==> config.mk <==
export PLATFORM = sky130hd
export DESIGN_NAME = vram_arbiter_flat
export DESIGN_NICKNAME = d
export VERILOG_FILES = /design/src/rtl/vram_arbiter_if.sv /design/src/rtl/vram_arbiter.sv /design/src/flat_wrapper.sv
export SDC_FILE = /design/constraint.sdc
export NUM_CORES = 1
export LEC_CHECK = 0
export CORE_MARGIN = 1.5
export CORE_UTILIZATION = 30
export CTS_BUF_LIST = sky130_fd_sc_hd__clkbuf_4 sky130_fd_sc_hd__clkbuf_8 sky130_fd_sc_hd__clkbuf_16
export CTS_CLUSTER_SIZE = 20
export DETAILED_ROUTE_END_ITERATION = 16
export HOLD_SLACK_MARGIN = 0.15
export PLACE_DENSITY = 0.65
export SLEW_MARGIN = 20
export SYNTH_ARGS = -nofsm -noshare
export SYNTH_HDL_FRONTEND = slang
export SYNTH_SLANG_ARGS = --single-unit
export TNS_END_PERCENT = 50
==> constraint.sdc <==
create_clock -name clk -period 6.6 [get_ports clk]
set_clock_uncertainty 0.15 [all_clocks]
set_input_delay 1.32 -clock clk [delete_from_list [all_inputs] [get_ports clk]]
set_output_delay 1.32 -clock clk [all_outputs]
set_load 0.02 [all_outputs]
==> src/rtl/vram_arbiter_if.sv <==
// Bundle of video-fetch, CPU-access and RAM-port signals around the VRAM arbiter.
// slave = arbiter view; master = requesters plus RAM (the surrounding SoC or a bench).
interface vram_arbiter_if #(
  parameter int ADDR_WIDTH = 13
);
  logic                  vidReq;
  logic [ADDR_WIDTH-1:0] vidAddr;
  logic [7:0]            vidData;
  logic                  vidValid;
  logic                  vidLate;
  logic                  cpuReq;
  logic                  cpuWe;
  logic [ADDR_WIDTH-1:0] cpuAddr;
  logic [7:0]            cpuWData;
  logic [7:0]            cpuRData;
  logic                  cpuAck;
  logic [ADDR_WIDTH-1:0] ramAddr;
  logic                  ramWe;
  logic [7:0]            ramWData;
  logic [7:0]            ramRData;

  modport slave (
    input  vidReq, vidAddr, cpuReq, cpuWe, cpuAddr, cpuWData, ramRData,
    output vidData, vidValid, vidLate, cpuRData, cpuAck, ramAddr, ramWe, ramWData
  );

  modport master (
    output vidReq, vidAddr, cpuReq, cpuWe, cpuAddr, cpuWData, ramRData,
    input  vidData, vidValid, vidLate, cpuRData, cpuAck, ramAddr, ramWe, ramWData
  );
endinterface

==> src/rtl/vram_arbiter.sv <==
// One access per cycle to a single-port VRAM: video fetch returns in 2 cycles (3 when delayed).
// CPU uses req/ack; once it has waited MAX_WAIT cycles it takes one slot and the video fetch is parked.
module vram_arbiter #(
  parameter int ADDR_WIDTH = 13,
  parameter int MAX_WAIT   = 8
) (
  input logic           clk,
  input logic           reset,
  vram_arbiter_if.slave bus
);
  localparam logic [7:0] WAIT_LIMIT = 8'(MAX_WAIT);

  typedef enum logic [1:0] {C_IDLE, C_WAIT, C_READ, C_DONE} cpu_state_e;

  cpu_state_e            state_q, state_d;
  logic [7:0]            wait_cnt_q, wait_cnt_d;
  logic                  pend_vld_q, pend_vld_d;
  logic [ADDR_WIDTH-1:0] pend_addr_q, pend_addr_d;
  logic                  vid_rd_q, vid_rd_d;
  logic [7:0]            vid_data_q, vid_data_d;
  logic                  vid_valid_q, vid_valid_d;
  logic                  vid_late_q, vid_late_d;
  logic [7:0]            cpu_rdata_q, cpu_rdata_d;
  logic                  cpu_ack_q, cpu_ack_d;
  logic [ADDR_WIDTH-1:0] ram_addr_q, ram_addr_d;
  logic [7:0]            ram_wdata_q, ram_wdata_d;

  logic cpu_waiting, cpu_starved, grant_pend, grant_cpu, grant_vid, vid_defer;

  // Slot priority: pending video, starved CPU, new video, waiting CPU.
  always_comb begin
    cpu_waiting = (state_q == C_WAIT);
    cpu_starved = cpu_waiting && (wait_cnt_q == WAIT_LIMIT);
    grant_pend  = pend_vld_q;
    grant_cpu   = cpu_waiting && !pend_vld_q && (cpu_starved || !bus.vidReq);
    grant_vid   = bus.vidReq && !pend_vld_q && !cpu_starved;
    vid_defer   = bus.vidReq && !grant_vid;
  end

  always_comb begin
    ram_addr_d  = ram_addr_q;
    ram_wdata_d = ram_wdata_q;
    if (grant_pend) begin
      ram_addr_d = pend_addr_q;
    end else if (grant_cpu) begin
      ram_addr_d = bus.cpuAddr;
      if (bus.cpuWe) ram_wdata_d = bus.cpuWData;
    end else if (grant_vid) begin
      ram_addr_d = bus.vidAddr;
    end

    // A request displaced in the same cycle the pending one is served simply reloads it.
    pend_vld_d  = vid_defer;
    pend_addr_d = vid_defer ? bus.vidAddr : pend_addr_q;
    vid_rd_d    = grant_pend || grant_vid;
    vid_valid_d = vid_rd_q;
    vid_data_d  = vid_rd_q ? bus.ramRData : vid_data_q;
    vid_late_d  = vid_late_q || vid_defer;
  end

  always_comb begin
    state_d     = state_q;
    wait_cnt_d  = wait_cnt_q;
    cpu_rdata_d = cpu_rdata_q;
    cpu_ack_d   = 1'b0;
    case (state_q)
      C_IDLE: begin
        if (bus.cpuReq) begin
          state_d    = C_WAIT;
          wait_cnt_d = '0;
        end
      end
      C_WAIT: begin
        if (grant_cpu) begin
          state_d   = bus.cpuWe ? C_DONE : C_READ;
          cpu_ack_d = bus.cpuWe;
        end else if (wait_cnt_q < WAIT_LIMIT) begin
          wait_cnt_d = wait_cnt_q + 8'd1;
        end
      end
      C_READ: begin
        cpu_rdata_d = bus.ramRData;
        cpu_ack_d   = 1'b1;
        state_d     = C_DONE;
      end
      C_DONE: begin
        // Held request is ignored until the requester drops it.
        if (!bus.cpuReq) state_d = C_IDLE;
      end
      default: state_d = C_IDLE;
    endcase
  end

  always_ff @(posedge clk) begin
    if (reset) begin
      state_q     <= C_IDLE;
      wait_cnt_q  <= '0;
      pend_vld_q  <= 1'b0;
      pend_addr_q <= '0;
      vid_rd_q    <= 1'b0;
      vid_data_q  <= '0;
      vid_valid_q <= 1'b0;
      vid_late_q  <= 1'b0;
      cpu_rdata_q <= '0;
      cpu_ack_q   <= 1'b0;
      ram_addr_q  <= '0;
      ram_wdata_q <= '0;
    end else begin
      state_q     <= state_d;
      wait_cnt_q  <= wait_cnt_d;
      pend_vld_q  <= pend_vld_d;
      pend_addr_q <= pend_addr_d;
      vid_rd_q    <= vid_rd_d;
      vid_data_q  <= vid_data_d;
      vid_valid_q <= vid_valid_d;
      vid_late_q  <= vid_late_d;
      cpu_rdata_q <= cpu_rdata_d;
      cpu_ack_q   <= cpu_ack_d;
      ram_addr_q  <= ram_addr_d;
      ram_wdata_q <= ram_wdata_d;
    end
  end

  assign bus.ramAddr  = reset ? '0 : ram_addr_d;
  assign bus.ramWData = reset ? '0 : ram_wdata_d;
  assign bus.ramWe    = !reset && grant_cpu && bus.cpuWe;
  assign bus.vidData  = vid_data_q;
  assign bus.vidValid = vid_valid_q;
  assign bus.vidLate  = vid_late_q;
  assign bus.cpuRData = cpu_rdata_q;
  assign bus.cpuAck   = cpu_ack_q;
endmodule

==> src/flat_wrapper.sv <==
// flat-port wrapper written by rule: the top's interface ports become plain ports
module vram_arbiter_flat 
#(
  parameter int ADDR_WIDTH = 13,
  parameter int MAX_WAIT   = 8
)
  (clk, reset, bus_vidReq, bus_vidAddr, bus_cpuReq, bus_cpuWe, bus_cpuAddr, bus_cpuWData, bus_ramRData, bus_vidData, bus_vidValid, bus_vidLate, bus_cpuRData, bus_cpuAck, bus_ramAddr, bus_ramWe, bus_ramWData);
  vram_arbiter_if #(.ADDR_WIDTH(ADDR_WIDTH)) bus_i ();
  input logic clk;
  input logic reset;
  input wire logic [$bits(bus_i.vidReq)-1:0] bus_vidReq;
  input wire logic [$bits(bus_i.vidAddr)-1:0] bus_vidAddr;
  input wire logic [$bits(bus_i.cpuReq)-1:0] bus_cpuReq;
  input wire logic [$bits(bus_i.cpuWe)-1:0] bus_cpuWe;
  input wire logic [$bits(bus_i.cpuAddr)-1:0] bus_cpuAddr;
  input wire logic [$bits(bus_i.cpuWData)-1:0] bus_cpuWData;
  input wire logic [$bits(bus_i.ramRData)-1:0] bus_ramRData;
  output wire logic [$bits(bus_i.vidData)-1:0] bus_vidData;
  output wire logic [$bits(bus_i.vidValid)-1:0] bus_vidValid;
  output wire logic [$bits(bus_i.vidLate)-1:0] bus_vidLate;
  output wire logic [$bits(bus_i.cpuRData)-1:0] bus_cpuRData;
  output wire logic [$bits(bus_i.cpuAck)-1:0] bus_cpuAck;
  output wire logic [$bits(bus_i.ramAddr)-1:0] bus_ramAddr;
  output wire logic [$bits(bus_i.ramWe)-1:0] bus_ramWe;
  output wire logic [$bits(bus_i.ramWData)-1:0] bus_ramWData;
  assign bus_i.vidReq = bus_vidReq;
  assign bus_i.vidAddr = bus_vidAddr;
  assign bus_i.cpuReq = bus_cpuReq;
  assign bus_i.cpuWe = bus_cpuWe;
  assign bus_i.cpuAddr = bus_cpuAddr;
  assign bus_i.cpuWData = bus_cpuWData;
  assign bus_i.ramRData = bus_ramRData;
  assign bus_vidData = bus_i.vidData;
  assign bus_vidValid = bus_i.vidValid;
  assign bus_vidLate = bus_i.vidLate;
  assign bus_cpuRData = bus_i.cpuRData;
  assign bus_cpuAck = bus_i.cpuAck;
  assign bus_ramAddr = bus_i.ramAddr;
  assign bus_ramWe = bus_i.ramWe;
  assign bus_ramWData = bus_i.ramWData;
  vram_arbiter #(.ADDR_WIDTH(ADDR_WIDTH), .MAX_WAIT(MAX_WAIT)) u_core (.clk(clk), .reset(reset), .bus(bus_i));
endmodule
Word-level counts from Yosys, hierarchy flattened
Cells that the tools add are included.
{"block": "word_totals", "ff_bits": 65, "in_bits": 47, "wordCells": 62}
{"block": "op_classes", "n_addsub": 1, "n_lt_le_gt_ge": 1, "eq_ne": 9, "n_mux": 19, "reduce_logical": 20}
{"op": "2-to-1 mux 8 bit", "n": 7}
{"op": "2-to-1 mux 13 bit", "n": 4}
{"op": "case mux 8 bit (2 select lines)", "n": 1}
{"op": "!= test 2 bit (second input constant)", "n": 5}
{"op": "adder 8 x 1 -> 8 bit (second input constant)", "n": 1}
{"op": "== test 8 x 4 -> 1 bit (second input constant)", "n": 1}
{"op": "logical AND 1 bit", "n": 8}
{"op": "< comparator 8 x 4 -> 1 bit (second input constant)", "n": 1}
{"op": "case mux 2 bit (4 select lines)", "n": 1}
{"op": "2-to-1 mux 2 bit", "n": 3}
{"op": "zero test 1 bit", "n": 5}
{"op": "== test 2 bit (second input constant)", "n": 2}
{"op": "AND reduction 4 bit", "n": 1}
{"op": "logical OR 1 bit", "n": 3}
{"op": "AND reduction 3 bit", "n": 1}
{"op": "== test 2 x 1 -> 1 bit (second input constant)", "n": 1}
{"op": "zero test 2 bit", "n": 1}
{"op": "2-to-1 mux 1 bit", "n": 2}
{"op": "case mux 1 bit (2 select lines)", "n": 1}
{"op": "nonzero test 2 bit", "n": 1}

Depth between registers and ports, before layout
{"block": "depth", "word_depth": 8, "mapped_depth": 8, "ltp_nobuf": 6}

Least setup slack after synthesis
No wires, ideal clock.
{"block": "synth_path", "kind": "input-to-output", "start": "input bus_vidReq", "end": "output bus_ramAddr[12]", "t_arrival_ps": 2638, "t_required_ps": 5130, "slack_ps": 2492, "cell_stages": 6, "n_path_buf": 2, "cell_sequence": "clkbuf_1 nor2b_1 a21oi_1 buf_2 o221ai_1 o21ai_0"}
{"block": "synth_via", "elab_chain_cells": 6, "word_cells_on_any_way": 9, "classes_between": "mux: 4; reduce/logical: 5"}
{"element": "start, declared", "line_no": "flat_wrapper.sv:11", "text": "input wire logic [$bits(bus_i.vidReq)-1:0] bus_vidReq;"}
{"element": "logical AND 1 bit or zero test 1 bit (tied branches)", "line_no": "vram_arbiter.sv:36, vram_arbiter.sv:35"}
{"element": "logical AND 1 bit or logical OR 1 bit (tied branches)", "line_no": "vram_arbiter.sv:36, vram_arbiter.sv:35"}
{"element": "2-to-1 mux 13 bit or logical AND 1 bit (tied branches)", "line_no": "vram_arbiter.sv:48, vram_arbiter.sv:35"}
{"element": "2-to-1 mux 13 bit *", "line_no": "vram_arbiter.sv:45", "text": "end else if (grant_cpu) begin"}
{"element": "2-to-1 mux 13 bit *", "line_no": "vram_arbiter.sv:43", "text": "if (grant_pend) begin"}
{"element": "2-to-1 mux 13 bit *", "line_no": "vram_arbiter.sv:124", "text": "assign bus.ramAddr = reset ? '0 : ram_addr_d;"}
{"element": "end, declared", "line_no": "flat_wrapper.sv:23", "text": "output wire logic [$bits(bus_i.ramAddr)-1:0] bus_ramAddr;"}
Every way passes the cells marked *; elsewhere a longest branch is shown, timed or not.

Worst setup path after layout
{"block": "layout_path", "start": "input bus_vidReq", "end": "output bus_ramWData[7]"}
{"block": "layout_via", "elab_chain_cells": 6}
{"element": "zero test 1 bit", "line_no": "vram_arbiter.sv:35", "text": "grant_cpu = cpu_waiting && !pend_vld_q && (cpu_starved || !bus.vidReq);"}
{"element": "logical OR 1 bit", "line_no": "vram_arbiter.sv:35"}
{"element": "logical AND 1 bit", "line_no": "vram_arbiter.sv:35"}
{"element": "2-to-1 mux 8 bit", "line_no": "vram_arbiter.sv:45"}
{"element": "2-to-1 mux 8 bit", "line_no": "vram_arbiter.sv:43"}
{"element": "2-to-1 mux 8 bit", "line_no": "vram_arbiter.sv:125", "text": "assign bus.ramWData = reset ? '0 : ram_wdata_d;"}
{"element": "end, declared", "line_no": "flat_wrapper.sv:25", "text": "output wire logic [$bits(bus_i.ramWData)-1:0] bus_ramWData;"}
Every way passes these cells.

==> impl_metrics.csv <==
group,metric,value,unit
timing,report.final.slew_viol_count,0,
clocking,postCtsHoldBufs,0,
clocking,clockBufferDepth,2,
global_routing,track_usage,0.145,
timing,fmax,177,MHz
place,place_congestion,0.839,
global_routing,grt_max_degree,34,
worst_setup_path,cp.required,5.13,ns
timing,period_share,0.854,
worst_setup_path,cp-endpoint,"bus_ramWData[7]",
drt,dr.pass1.iters,4,
worst_setup_path,crit_start,"bus_vidReq",
floorplan,rows,35,
floorplan,die_width,99.7,µm
worst_setup_path,end_kind,"output pin",
layout,regArea,1300,µm²
drt,post_drt_wl_per_cell,13.6,µm
worst_setup_path,crit_type,"primary input to output pin",
layout,n_antenna_cell,0,
floorplan,ios,88,
synthesis,ys_types,43,
floorplan,die_area,9940,µm²
worst_setup_path,timing.rr.end,"u_core.ram_wdata_q[7]",
timing,fin_ws,0.961,ns
drt,drc,0,
clocking,cts.clk_slew.worst_paths,0.07,ns
worst_setup_path,reg2reg_setup_slack,4.09,ns
global_routing,grt_pass1_vias,2404,
worst_setup_path,cp.depth,7,
clocking,cts_setup_buffers,0,
clocking,cts.repair.resized,0,
floorplan,core-area,9150,µm²
worst_setup_path,slowest_stage,"nor3_2",
timing,slew_headroom,0.368,
worst_setup_path,reg2reg_from,"u_core.state_q[1]",
worst_setup_path,max_stage_delay,0.76,ns
synthesis,ys_ff_latch,65,
synthesis,ys.flop_type,"dfxtp_1",
worst_setup_path,reg2regPathDepth,6,
synthesis,syn-mean-instance-area,8.99,µm²
synthesis,synth_enable_flop_cells,0,
clocking,cts.sinks,65,
power_and_ir_drop,powerDensity,275,nW/µm²
layout,final_common_cell,"clkdlybuf4s50_1",
timing,final-hold-violation-count,0,
layout,syn2layout_area_growth,39.0,%
floorplan,initial_core_util,0.306,
clocking,clk_latency,0.34,ns
global_routing,antenna_found_initial,0,
worst_setup_path,crit_chain,"clkdlybuf4s50_1 -> buf_4 -> inv_1 -> a21oi_1 -> nor3_2 -> mux2i_1 -> clkdlybuf4s50_1",
timing,setup_viol,0,
worst_setup_path,crit_family,"buffers and inverters",
power_and_ir_drop,leakagePower,1.41,nW
synthesis,synth_area,2800,µm²
worst_hold_path,min_path_type,"flip-flop to flip-flop",
layout,multiInputGateArea,1360,µm²
place,port_buffers,87,
worst_setup_path,critPathBufInv,4,
global_routing,grt_overflow,0,
clocking,htreeDepth,3,
drt,drt_iter0_markers,122,
clocking,cts_root_buffer,"clkbuf_8",
timing,grt_setup_unrepaired,"false",
synthesis,ys_seq_area_frac,0.464,
drt,vias,2498,
worst_setup_path,path_max_fanout,17,
drt,wl,6890,µm
drt,viasPerCell,4.93,
layout,drive_above_1_share,0.0783,
timing,fin_crit,5.64,ns
worst_setup_path,cpMostUsedCell,"clkdlybuf4s50_1",
global_routing,grt_pass1_wl,11400,µm
power_and_ir_drop,irDropWorstVdd,0.141,mV
layout,final_nets,444,
synthesis,netlist_instances,312,
drt,drtAntennaViolNets,0,
synthesis,async_flop_share,0,
place,place_ws,0.925,ns
synthesis,syn_nets,365,
place,place_area,3730,µm²
timing,fin_setup_tns,0,ns
flow_run,maxCapViolCount,0,
status,outcome,"complete, no violations",
place,dp_hpwl,4730,µm
clocking,cts_made_buffers,9,
clocking,cts_tree,"built",
worst_hold_path,min_path_cells,2,
worst_setup_path,critPathArrivalTime,4.17,ns
synthesis,yosysWarnings,0,
worst_setup_path,worstSetupStartpointType,"primary input",
layout,postLayoutCellArea,3900,µm²
layout,final_cell_mix,"clkdlybuf4s50_1, dfxtp_1, nand2_1",
floorplan,die-height,99.7,µm
layout,nFillCells,918,
timing,tightest_slew,0.948,ns
-- through the flow --
stage                     total power [mW]  hold WS [ns]  instances   util
after floorplan                      0.659         0.304        312      -
final                                 1.07         0.311        507  0.426
after global routing                  1.14         0.346        507  0.426
after CTS                             1.09         0.319        507  0.426
after detailed placement             0.786         0.310        491  0.408
after global placement               0.780         0.298        491  0.408
-- worst register-to-register path, cell delays in order, from the launching register on --
cell and delay (ns):
dfxtp_1 0.34, inv_1 0.11, ha_1 0.31, and4b_1 0.30
a21oi_1 0.14, nor3_2 0.76, mux2i_1 0.31
-- cells in the mapped netlist (2+ instances only) --
library cell | instances | share of area
o211a_1 | 4 | 0.014
clkbuf_1 | 15 | 0.020
buf_2 | 5 | 0.0089
o21ai_0 | 20 | 0.036
nor2_1 | 32 | 0.043
dfxtp_1 | 65 | 0.46
nand3_1 | 14 | 0.025
buf_6 | 2 | 0.0080
o31ai_1 | 3 | 0.0080
nor3b_1 | 2 | 0.0054
mux2i_1 | 25 | 0.089
a22oi_2 | 4 | 0.018
inv_1 | 13 | 0.017
nor2b_1 | 3 | 0.0067
ha_1 | 6 | 0.027
o21ai_1 | 6 | 0.011
nand2b_1 | 2 | 0.0045
nand2_1 | 38 | 0.051
nor3_1 | 3 | 0.0054
o221ai_1 | 10 | 0.031
a21oi_1 | 18 | 0.032
-- final cells by class --
| class | instances | area share |
|---|---|---|
| tap | 111 | 0.0356 |
| timing repair buffer | 90 | 0.228 |
| sequential | 65 | 0.334 |
| multi-input combinational | 212 | 0.348 |
| clock inverter | 6 | 0.00899 |
| inverter | 13 | 0.0125 |
| clock buffer | 10 | 0.0337 |
-- kinds of logic (layout without fill, tap and decap cells) --
| kind of cell | Yosys count | count (layout) | share of synthesized area |
|---|---|---|---|
| AND/OR/NAND/NOR | 106 | 106 | 0.180 |
| AO/OA/AOI/OAI | 75 | 75 | 0.185 |
| flip-flops | 65 | 65 | 0.464 |
| buffers and inverters | 35 | 119 | 0.0544 |
| multiplexers | 25 | 25 | 0.0892 |
| adder cells (fa/ha/maj) | 6 | 6 | 0.0268 |
-- power breakdown --
| group | switching [mW] | total (mW) | internal [mW] |
|---|---|---|---|
| logic | 0.172 | 0.324 | 0.152 |
| clock network | 0.157 | 0.294 | 0.138 |
| registers | 0.0208 | 0.453 | 0.432 |
-- routing by layer --
layer / global-route usage / up-vias / routed length (µm)
li1: - / 1250 / -
met1: 0.173 / 1159 / 3150
met2: 0.237 / 83 / 3180
met3: 0.0611 / 6 / 479
met4: 0.0433 / 0 / 80
met5: 0 / - / 0
-- sequential cells by signal (all words and copies together) (netlist names) --
name	flops
u_core.pend_addr_q	13
u_core.bus.cpuRData	8
u_core.bus.vidData	8
u_core.vid_rd_q	1
u_core.grant_pend	1
u_core.bus.cpuAck	1
u_core.ram_addr_q	13
u_core.wait_cnt_q	8
u_core.bus.vidValid	1
u_core.state_q	2
u_core.ram_wdata_q	8
u_core.bus.vidLate	1
-- worst min-delay path by stage --
stage / startpoint / to / slack, ns
CTS: u_core.ram_addr_q[10] / u_core.ram_addr_q[10] / 0.32
global placement: u_core.ram_addr_q[10] / u_core.ram_addr_q[10] / 0.30
global route: u_core.ram_addr_q[2] / u_core.ram_addr_q[2] / 0.35
floorplan: u_core.pend_addr_q[0] / u_core.pend_addr_q[0] / 0.30
finish: u_core.ram_addr_q[10] / u_core.ram_addr_q[10] / 0.31
detailed placement: u_core.ram_addr_q[10] / u_core.ram_addr_q[10] / 0.31
Note: power is estimated with default switching activity, not from simulation.
